### src/rtl/id_stage_pipelined_if.sv
// ID/EX pipeline boundary bundle.
// The decode stage drives it through the master modport.
// The execute stage reads it through the slave modport.
//   o_valid      - slot holds a real instruction (0 = bubble)
//   o_op         - opcode
//   o_reg_A/B    - forwarded rs/rt operands
//   o_immediate  - sign-extended 16-bit immediate
//   o_dir_rs/rt/rd - register addresses
//   o_jmp_direc  - 26-bit jump field
//   o_pc_next    - PC + 1
interface id_stage_pipelined_if #(
  parameter int SIZE         = 32,
  parameter int SIZE_REG_DIR = 5,
  parameter int SIZE_OP      = 6
);
  logic                    o_valid;
  logic [SIZE_OP-1:0]      o_op;
  logic [SIZE-1:0]         o_reg_A;
  logic [SIZE-1:0]         o_reg_B;
  logic [SIZE-1:0]         o_immediate;
  logic [SIZE_REG_DIR-1:0] o_dir_rs;
  logic [SIZE_REG_DIR-1:0] o_dir_rt;
  logic [SIZE_REG_DIR-1:0] o_dir_rd;
  logic [25:0]             o_jmp_direc;
  logic [SIZE-1:0]         o_pc_next;

  modport master (
    output o_valid, o_op, o_reg_A, o_reg_B, o_immediate,
           o_dir_rs, o_dir_rt, o_dir_rd, o_jmp_direc, o_pc_next
  );

  modport slave (
    input  o_valid, o_op, o_reg_A, o_reg_B, o_immediate,
           o_dir_rs, o_dir_rt, o_dir_rd, o_jmp_direc, o_pc_next
  );
endinterface

### src/rtl/id_stage_pipelined.sv
// Pipelined MIPS decode stage.
// It contains the register file, N-source operand forwarding, load-use
// hazard detection and the registered ID/EX boundary.
// Ports:
//   clk, rst (async, active-low)
//   i_valid/i_instruction/i_pc       - IF/ID contents
//   i_stall, i_flush                 - pipeline control
//   i_write_enable/i_w_dir/i_w_data  - write-back port
//   i_fwd_wr/i_fwd_rd/i_fwd_data     - forwarding sources; index 0 is the youngest
//   i_mem_read_ex, i_rd_ex           - load currently in EX
//   o_stall                          - hold PC and IF/ID
//   o_branch_eq, o_branch_target     - combinational branch resolution
//   id_ex                            - registered ID/EX fields (master)
//   o_registers_debug                - flattened register file
module id_stage_pipelined #(
  parameter int SIZE          = 32,
  parameter int NUM_REGISTERS = 32,
  parameter int SIZE_REG_DIR  = $clog2(NUM_REGISTERS),
  parameter int SIZE_OP       = 6,
  parameter int NUM_FWD       = 3
) (
  input  logic                           clk,
  input  logic                           rst,
  input  logic                           i_valid,
  input  logic [SIZE-1:0]                i_instruction,
  input  logic [SIZE-1:0]                i_pc,
  input  logic                           i_stall,
  input  logic                           i_flush,
  input  logic                           i_write_enable,
  input  logic [SIZE_REG_DIR-1:0]        i_w_dir,
  input  logic [SIZE-1:0]                i_w_data,
  input  logic [NUM_FWD-1:0]             i_fwd_wr,
  input  logic [NUM_FWD*SIZE_REG_DIR-1:0] i_fwd_rd,
  input  logic [NUM_FWD*SIZE-1:0]        i_fwd_data,
  input  logic                           i_mem_read_ex,
  input  logic [SIZE_REG_DIR-1:0]        i_rd_ex,
  output logic                           o_stall,
  output logic                           o_branch_eq,
  output logic [SIZE-1:0]                o_branch_target,
  id_stage_pipelined_if.master           id_ex,
  output logic [SIZE*NUM_REGISTERS-1:0]  o_registers_debug
);

  localparam logic [SIZE-1:0] ONE = {{(SIZE-1){1'b0}}, 1'b1};

  logic [SIZE-1:0]         regs [NUM_REGISTERS];
  logic [SIZE_REG_DIR-1:0] rs, rt, rd;
  logic [SIZE_OP-1:0]      op;
  logic [SIZE-1:0]         imm;
  logic [SIZE-1:0]         pc_plus1;
  logic [SIZE-1:0]         op_a, op_b;
  logic                    hz;

  assign op  = i_instruction[31:26];
  assign rs  = i_instruction[21 +: SIZE_REG_DIR];
  assign rt  = i_instruction[16 +: SIZE_REG_DIR];
  assign rd  = i_instruction[11 +: SIZE_REG_DIR];
  assign imm = {{(SIZE-16){i_instruction[15]}}, i_instruction[15:0]};
  assign pc_plus1 = i_pc + ONE;

  // Register file; r0 is never written, so it always reads back as zero.
  always_ff @(posedge clk or negedge rst) begin
    if (!rst) begin
      for (int k = 0; k < NUM_REGISTERS; k++) regs[k] <= '0;
    end else if (i_write_enable && i_w_dir != '0) begin
      regs[i_w_dir] <= i_w_data;
    end
  end

  for (genvar g = 0; g < NUM_REGISTERS; g++) begin : g_dbg
    assign o_registers_debug[g*SIZE +: SIZE] = regs[g];
  end

  // Operand select: register file, then write-through, then forwarding.
  // The forwarding loop runs from oldest to youngest, so the lowest index wins.
  always_comb begin
    op_a = regs[rs];
    if (i_write_enable && i_w_dir == rs) op_a = i_w_data;
    for (int k = NUM_FWD - 1; k >= 0; k--) begin
      if (i_fwd_wr[k] && i_fwd_rd[k*SIZE_REG_DIR +: SIZE_REG_DIR] == rs)
        op_a = i_fwd_data[k*SIZE +: SIZE];
    end
    if (rs == '0) op_a = '0;
  end

  always_comb begin
    op_b = regs[rt];
    if (i_write_enable && i_w_dir == rt) op_b = i_w_data;
    for (int k = NUM_FWD - 1; k >= 0; k--) begin
      if (i_fwd_wr[k] && i_fwd_rd[k*SIZE_REG_DIR +: SIZE_REG_DIR] == rt)
        op_b = i_fwd_data[k*SIZE +: SIZE];
    end
    if (rt == '0) op_b = '0;
  end

  assign hz = i_valid & i_mem_read_ex & (i_rd_ex != '0) &
              ((i_rd_ex == rs) | (i_rd_ex == rt));

  assign o_stall         = hz | i_stall;
  assign o_branch_eq     = (op_a == op_b);
  assign o_branch_target = pc_plus1 + imm;

  // ID/EX register. The priority is flush, then stall, then hazard bubble, then load.
  // A flush or bubble clears only o_valid; the data fields keep their old values.
  always_ff @(posedge clk or negedge rst) begin
    if (!rst) begin
      id_ex.o_valid     <= 1'b0;
      id_ex.o_op        <= '0;
      id_ex.o_reg_A     <= '0;
      id_ex.o_reg_B     <= '0;
      id_ex.o_immediate <= '0;
      id_ex.o_dir_rs    <= '0;
      id_ex.o_dir_rt    <= '0;
      id_ex.o_dir_rd    <= '0;
      id_ex.o_jmp_direc <= '0;
      id_ex.o_pc_next   <= '0;
    end else if (i_flush) begin
      id_ex.o_valid <= 1'b0;
    end else if (i_stall) begin
      id_ex.o_valid <= id_ex.o_valid;
    end else if (hz) begin
      id_ex.o_valid <= 1'b0;
    end else begin
      id_ex.o_valid     <= i_valid;
      id_ex.o_op        <= op;
      id_ex.o_reg_A     <= op_a;
      id_ex.o_reg_B     <= op_b;
      id_ex.o_immediate <= imm;
      id_ex.o_dir_rs    <= rs;
      id_ex.o_dir_rt    <= rt;
      id_ex.o_dir_rd    <= rd;
      id_ex.o_jmp_direc <= i_instruction[25:0];
      id_ex.o_pc_next   <= pc_plus1;
    end
  end

endmodule

### src/flat_wrapper.sv
// flat-port wrapper written by rule: the top's interface ports become plain ports
module id_stage_pipelined_flat 
#(
  parameter int SIZE          = 32,
  parameter int NUM_REGISTERS = 32,
  parameter int SIZE_REG_DIR  = $clog2(NUM_REGISTERS),
  parameter int SIZE_OP       = 6,
  parameter int NUM_FWD       = 3
)
  (clk, rst, i_valid, i_instruction, i_pc, i_stall, i_flush, i_write_enable, i_w_dir, i_w_data, i_fwd_wr, i_fwd_rd, i_fwd_data, i_mem_read_ex, i_rd_ex, o_stall, o_branch_eq, o_branch_target, o_registers_debug, id_ex_o_valid, id_ex_o_op, id_ex_o_reg_A, id_ex_o_reg_B, id_ex_o_immediate, id_ex_o_dir_rs, id_ex_o_dir_rt, id_ex_o_dir_rd, id_ex_o_jmp_direc, id_ex_o_pc_next);
  id_stage_pipelined_if #(.SIZE(SIZE), .SIZE_REG_DIR(SIZE_REG_DIR), .SIZE_OP(SIZE_OP)) id_ex_i ();
  input  logic clk;
  input  logic rst;
  input  logic i_valid;
  input  logic [SIZE-1:0] i_instruction;
  input  logic [SIZE-1:0] i_pc;
  input  logic i_stall;
  input  logic i_flush;
  input  logic i_write_enable;
  input  logic [SIZE_REG_DIR-1:0] i_w_dir;
  input  logic [SIZE-1:0] i_w_data;
  input  logic [NUM_FWD-1:0] i_fwd_wr;
  input  logic [NUM_FWD*SIZE_REG_DIR-1:0] i_fwd_rd;
  input  logic [NUM_FWD*SIZE-1:0] i_fwd_data;
  input  logic i_mem_read_ex;
  input  logic [SIZE_REG_DIR-1:0] i_rd_ex;
  output logic o_stall;
  output logic o_branch_eq;
  output logic [SIZE-1:0] o_branch_target;
  output logic [SIZE*NUM_REGISTERS-1:0] o_registers_debug;
  output wire logic [$bits(id_ex_i.o_valid)-1:0] id_ex_o_valid;
  output wire logic [$bits(id_ex_i.o_op)-1:0] id_ex_o_op;
  output wire logic [$bits(id_ex_i.o_reg_A)-1:0] id_ex_o_reg_A;
  output wire logic [$bits(id_ex_i.o_reg_B)-1:0] id_ex_o_reg_B;
  output wire logic [$bits(id_ex_i.o_immediate)-1:0] id_ex_o_immediate;
  output wire logic [$bits(id_ex_i.o_dir_rs)-1:0] id_ex_o_dir_rs;
  output wire logic [$bits(id_ex_i.o_dir_rt)-1:0] id_ex_o_dir_rt;
  output wire logic [$bits(id_ex_i.o_dir_rd)-1:0] id_ex_o_dir_rd;
  output wire logic [$bits(id_ex_i.o_jmp_direc)-1:0] id_ex_o_jmp_direc;
  output wire logic [$bits(id_ex_i.o_pc_next)-1:0] id_ex_o_pc_next;
  assign id_ex_o_valid = id_ex_i.o_valid;
  assign id_ex_o_op = id_ex_i.o_op;
  assign id_ex_o_reg_A = id_ex_i.o_reg_A;
  assign id_ex_o_reg_B = id_ex_i.o_reg_B;
  assign id_ex_o_immediate = id_ex_i.o_immediate;
  assign id_ex_o_dir_rs = id_ex_i.o_dir_rs;
  assign id_ex_o_dir_rt = id_ex_i.o_dir_rt;
  assign id_ex_o_dir_rd = id_ex_i.o_dir_rd;
  assign id_ex_o_jmp_direc = id_ex_i.o_jmp_direc;
  assign id_ex_o_pc_next = id_ex_i.o_pc_next;
  id_stage_pipelined #(.SIZE(SIZE), .NUM_REGISTERS(NUM_REGISTERS), .SIZE_REG_DIR(SIZE_REG_DIR), .SIZE_OP(SIZE_OP), .NUM_FWD(NUM_FWD)) u_core (.clk(clk), .rst(rst), .i_valid(i_valid), .i_instruction(i_instruction), .i_pc(i_pc), .i_stall(i_stall), .i_flush(i_flush), .i_write_enable(i_write_enable), .i_w_dir(i_w_dir), .i_w_data(i_w_data), .i_fwd_wr(i_fwd_wr), .i_fwd_rd(i_fwd_rd), .i_fwd_data(i_fwd_data), .i_mem_read_ex(i_mem_read_ex), .i_rd_ex(i_rd_ex), .o_stall(o_stall), .o_branch_eq(o_branch_eq), .o_branch_target(o_branch_target), .id_ex(id_ex_i), .o_registers_debug(o_registers_debug));
endmodule
### config.mk
export PLATFORM = sky130hd
export DESIGN_NAME = id_stage_pipelined_flat
export DESIGN_NICKNAME = d
export VERILOG_FILES = /design/src/rtl/id_stage_pipelined_if.sv /design/src/rtl/id_stage_pipelined.sv /design/src/flat_wrapper.sv
export SDC_FILE = /design/constraint.sdc
export NUM_CORES = 2
export LEC_CHECK = 0
export BUFFER_PORTS_ARGS = -buffer_cell sky130_fd_sc_hd__buf_2
export CAP_MARGIN = 20
export CORE_AREA = 2 2 567 569
export CTS_CLUSTER_DIAMETER = 120
export CTS_CLUSTER_SIZE = 14
export DETAILED_ROUTE_END_ITERATION = 12
export DIE_AREA = 0 0 569 571
export PLACE_DENSITY_LB_ADDON = 0.3
export SYNTH_ARGS = -nofsm -noshare
export SYNTH_HDL_FRONTEND = slang
export SYNTH_SLANG_ARGS = --single-unit
### constraint.sdc
create_clock -name clk -period 6.1 [get_ports clk]
set_clock_uncertainty 0.2 [all_clocks]
set_input_delay 1.22 -clock clk [delete_from_list [all_inputs] [get_ports clk]]
set_output_delay 1.22 -clock clk [all_outputs]
set_load 0.005 [all_outputs]
==> impl.org <==
** Flow run
- Max cap viols :: 0

** Detailed routing
- Routed vias/inst :: 5.22
- After detailed routing, the total wire length is 467000 microns.
- Initial DRC count :: 6149
- The first detailed-routing pass ran for 5 iterations.
- Detailed routing inserted a total of 57975 vias.
- Detail Route Antenna Nets :: 0
- After detailed routing, the number of remaining DRC violations is 0.
- Wire length per cell after detailed routing :: 42.0 microns

** STA
- Worst Setup Slack, final :: -0.493 ns
- Worst Max-Slew Pin Slew :: 1.21 ns
- Setup violations remaining at the end of the flow were counted as 1.
- Max-slew headroom :: 19.4%
- Hold timing on the final database bottoms out at a slack of 0.219 ns.
- Derived from the worst setup path, the maximum achievable clock frequency is 152 MHz.
- Setup repair after global routing could not meet its margin everywhere.
- Fraction of the cycle the final worst path needs :: 108%
- Final count of pins violating max slew :: 0
- Final TNS setup :: -0.493 ns
- Hold Vio Cnt, Final :: 0
- Final critical-path required period :: 6.59 ns

** Logic synthesis
- The Yosys step of the flow raised 0 warnings.
- Top-area cell type share of the netlist area :: 44.3%
- Of the synthesized area, sequential elements account for 44.3%.
- Library cell occupying the most area in the post-synthesis netlist :: dfrtp_1
- Synthesis inferred 1153 register bits.
- Async SR Flop Fraction :: 100%
- In this run the cell area of the synthesized design comes to 65200 sq um.
- Counting every net in the synthesized netlist gives 5160.
- Yosys mapped a number of flops with a built-in enable equal to 0.
- Ranked by total cell area, the synthesized netlist is headed by dfrtp_1 (44%), mux4_2 (17%), mux2_2 (17%), nand2_1 (2.2%), mux2i_1 (1.7%).
- Per-instance average area after synthesis :: 13.3 sq um
- For this run, the leading register cell type out of synthesis is dfrtp_1.
- Synth cell types :: 78
- Synthesis produced a netlist whose cell count is 4899.

** CTS
- Insertion delay of the later-clocked pin in the worst-skew pair :: 0.88 ns
- Buffer cell driving the clock tree root :: clkbuf_16
- Clock transition at the registers of the reported paths :: 0.07 ns
- Hold_buf cts :: 0
- The H-tree was split into 3 levels.
- Number of buffers between clock root and the deepest sink :: 4
- TritonCTS built the clock tree.
- Total clock sinks :: 1153
- Clock tree synthesis inserted a total of 103 buffers.

** Place
- Final Wtd Congestion :: 0.935
- Summing all placed instances gives a cell area of 83100 sq um.
- The HPWL after detailed placement is 369000 microns.
- Number of buffer cells added on primary ports :: 1460
- In this run, placement finished with an instance count of 10837.

** Die
- Total number of placement rows :: 208
- The core region is 319000 sq um.
- Horizontal extent of the die :: 569 microns
- Die extent in y :: 571 microns
- The floorplan step defined a die boundary enclosing 325000 sq um.
- Top-level I/O count :: 1461
- For this configuration, the core starts out at a cell density of 20.4%.

** Critical path
- The worst setup path is captured at an output pin.
- STA classifies the critical path startpoint as a primary input.
- Arrival time of the worst setup path :: 5.17 ns
- FF-to-FF End :: u_core.id_ex.o_reg_B[29]$_DFFE_PN0P_
- STA puts the critical path data required time at 4.68 ns.
- The critical path in this run is classified as in -> out.
- Startpoint of the most critical setup path :: i_instruction[21]
- Across all register-to-register paths, the minimum setup slack is 2.93 ns.
- Reg2Reg Depth :: 10
- Worst reg2reg path startpoint :: u_core.o_registers_debug[285]$_DFFE_PN0P_
- Of all nets on the critical path, the largest fanout is 6.

** Outcome
- Outcome :: finished, violations left
- Violated checks :: setup timing

** GRT
- The first global-routing pass estimated 600000 microns of wire.
- Entering global routing, the biggest net connects 121 pins.
- The number of global-route vias before repair is 57680.
- The number of antenna violations at the first check in global routing was 148.
- Overflow left after global routing :: 0
- Global-route usage over all layers :: 27.8%

** Worst hold path
- In this run the worst hold path is classified as in -> async.

** Layout
- The area growth from synthesis to layout is 35.2%.
- Ratio of cells with drive above 1 in the final layout :: 61.2%
- In the layout the commonest cells are buf_2 (1444), dfrtp_1 (1153), mux2_2 (1007).
- Count of nets after finishing :: 7069
- Layout Cell Area excl Fill :: 88100 sq um
- The finished layout holds 11112 standard cells, fillers aside.
- Most frequent standard cell in the layout excluding fill and tap cells :: buf_2

** Power and ir drop
- The share of total power dissipated in sequential elements is 41.1%.
- In this run the power spent charging and discharging nets is 0.0103 W.
- Per report_power, the combinational group accounts for 34.8% of the total.
- Total power divided by cell area :: 306 nW/um^2
- The analysis attributes to cell leakage a power of 40.8 nW.
- Across the VDD grid, the largest voltage drop is 226 uV.
- Internal power :: 0.0167 W
- In this run switching power makes up 38.2% of total power.
- Clock share of power :: 24.0%
==> layout make-up <==
class | instances | area, sq um
Timing Repair Buffer | 2335 | 16000
Antenna cell | 87 | 218
Multi-Input combinational cell | 3195 | 34800
Clock buffer | 105 | 2590
Clock inverter | 17 | 258
Inverter | 20 | 78.8
Tap cell | 4200 | 5260
Sequential cell | 1153 | 28900
Fill cell | 33285 | 231000
==> worst max path at each step <==
stage / end / slack, ns / cells after the start
after floorplan: o_branch_target[31] / 0.34 / 17
after global placement: o_branch_eq / -1.37 / 19
after detailed placement: o_branch_eq / -1.29 / 19
after CTS: o_branch_eq / -0.48 / 16
after global routing: o_branch_eq / -0.55 / 17
final: o_branch_eq / -0.49 / 17
==> routing by layer <==
| layer | vias up | global-route usage (%) | share of wire (%) |
|---|---|---|---|
| met2 | 3563 | 45.4 | 47 |
| li1 | 22516 | - | - |
| met5 | - | 0 | 0.040 |
| met4 | 28 | 14.8 | 6.2 |
| met1 | 31021 | 32.1 | 37 |
| met3 | 847 | 9.40 | 10 |
==> power groups by stage <==
stage / Sequential (W) / Clock (W) / Combinational (W)
floorplan: 0.0104 / 0 / 0.00378
global placement: 0.0111 / 0 / 0.00914
detailed placement: 0.0112 / 0 / 0.00918
CTS: 0.0110 / 0.00662 / 0.00938
global route: 0.0112 / 0.00685 / 0.00989
finish: 0.0111 / 0.00648 / 0.00940
==> cells in the mapped netlist (18+ instances only) <==
library cell     n
dfrtp_1       1153
mux2_2        1007
mux4_2         505
nand2_1        386
clkbuf_1       274
nor2_1         137
o21ai_0        123
mux2i_1        108
buf_2           95
buf_4           94
xnor2_1         94
nand3_1         65
a21oi_1         63
nor3_1          63
buf_1           42
a22o_1          40
xor2_1          37
a211oi_1        35
a22oi_1         35
ha_1            33
o22ai_1         33
a21o_1          27
nor2b_1         27
a221oi_1        25
a31oi_1         25
nor4_1          24
nand4_1         23
and3_1          21
nand2b_1        21
buf_6           20
inv_1           18
o2111ai_1       18
==> state kept, by name, summed over array words and instances, names as in the netlist <==
signal,cells
u_core.o_registers_debug,1024
u_core.id_ex.o_jmp_direc,26
u_core.id_ex.o_op,6
u_core.id_ex.o_valid,1
u_core.id_ex.o_reg_B,32
u_core.id_ex.o_reg_A,32
u_core.id_ex.o_pc_next,32
==> worst max-delay path: stages <==
cell and delay (ns):
buf_16 0.14, buf_8 0.14, buf_8 0.14, mux4_2 0.33, mux2i_1 0.07, buf_4 0.15
mux4_2 0.56, nor2_4 0.13, o21ai_2 0.06, buf_4 0.13, or3b_4 0.21, nand4_1 0.42
buf_6 0.31, nor4_4 0.16, nand4_1 0.37, nor3_4 0.41, buf_2 0.20
==> cells by family after synthesis <==
group           count (synthesis)  share of synthesized area [%]
buf+inv                       551                           4.24
simple gates                  837                           5.88
flops                        1153                           44.3
mux                          1637                           37.2
compound gates                556                           5.97
fa+ha+maj                      34                          0.664
xor+xnor                      131                           1.76
==> through the flow <==
stage	setup slack (ns)	util, %	power [W]
after floorplan	0.337	-	0.0142
after global placement	-1.37	26.0	0.0202
after detailed placement	-1.29	26.0	0.0204
after CTS	-0.482	27.4	0.0270
after global routing	-0.554	27.6	0.0280
final	-0.493	27.6	0.0270
==> repair_timing <==
action	4_1_cts	5_1_grt
pin swaps	46	57
gates cloned	6	2
setup buffers	52	11
setup endpoints to repair	10	9
gates resized for setup	161	84
hold endpoints to repair	0	0
(Power assumes the default switching activity.)
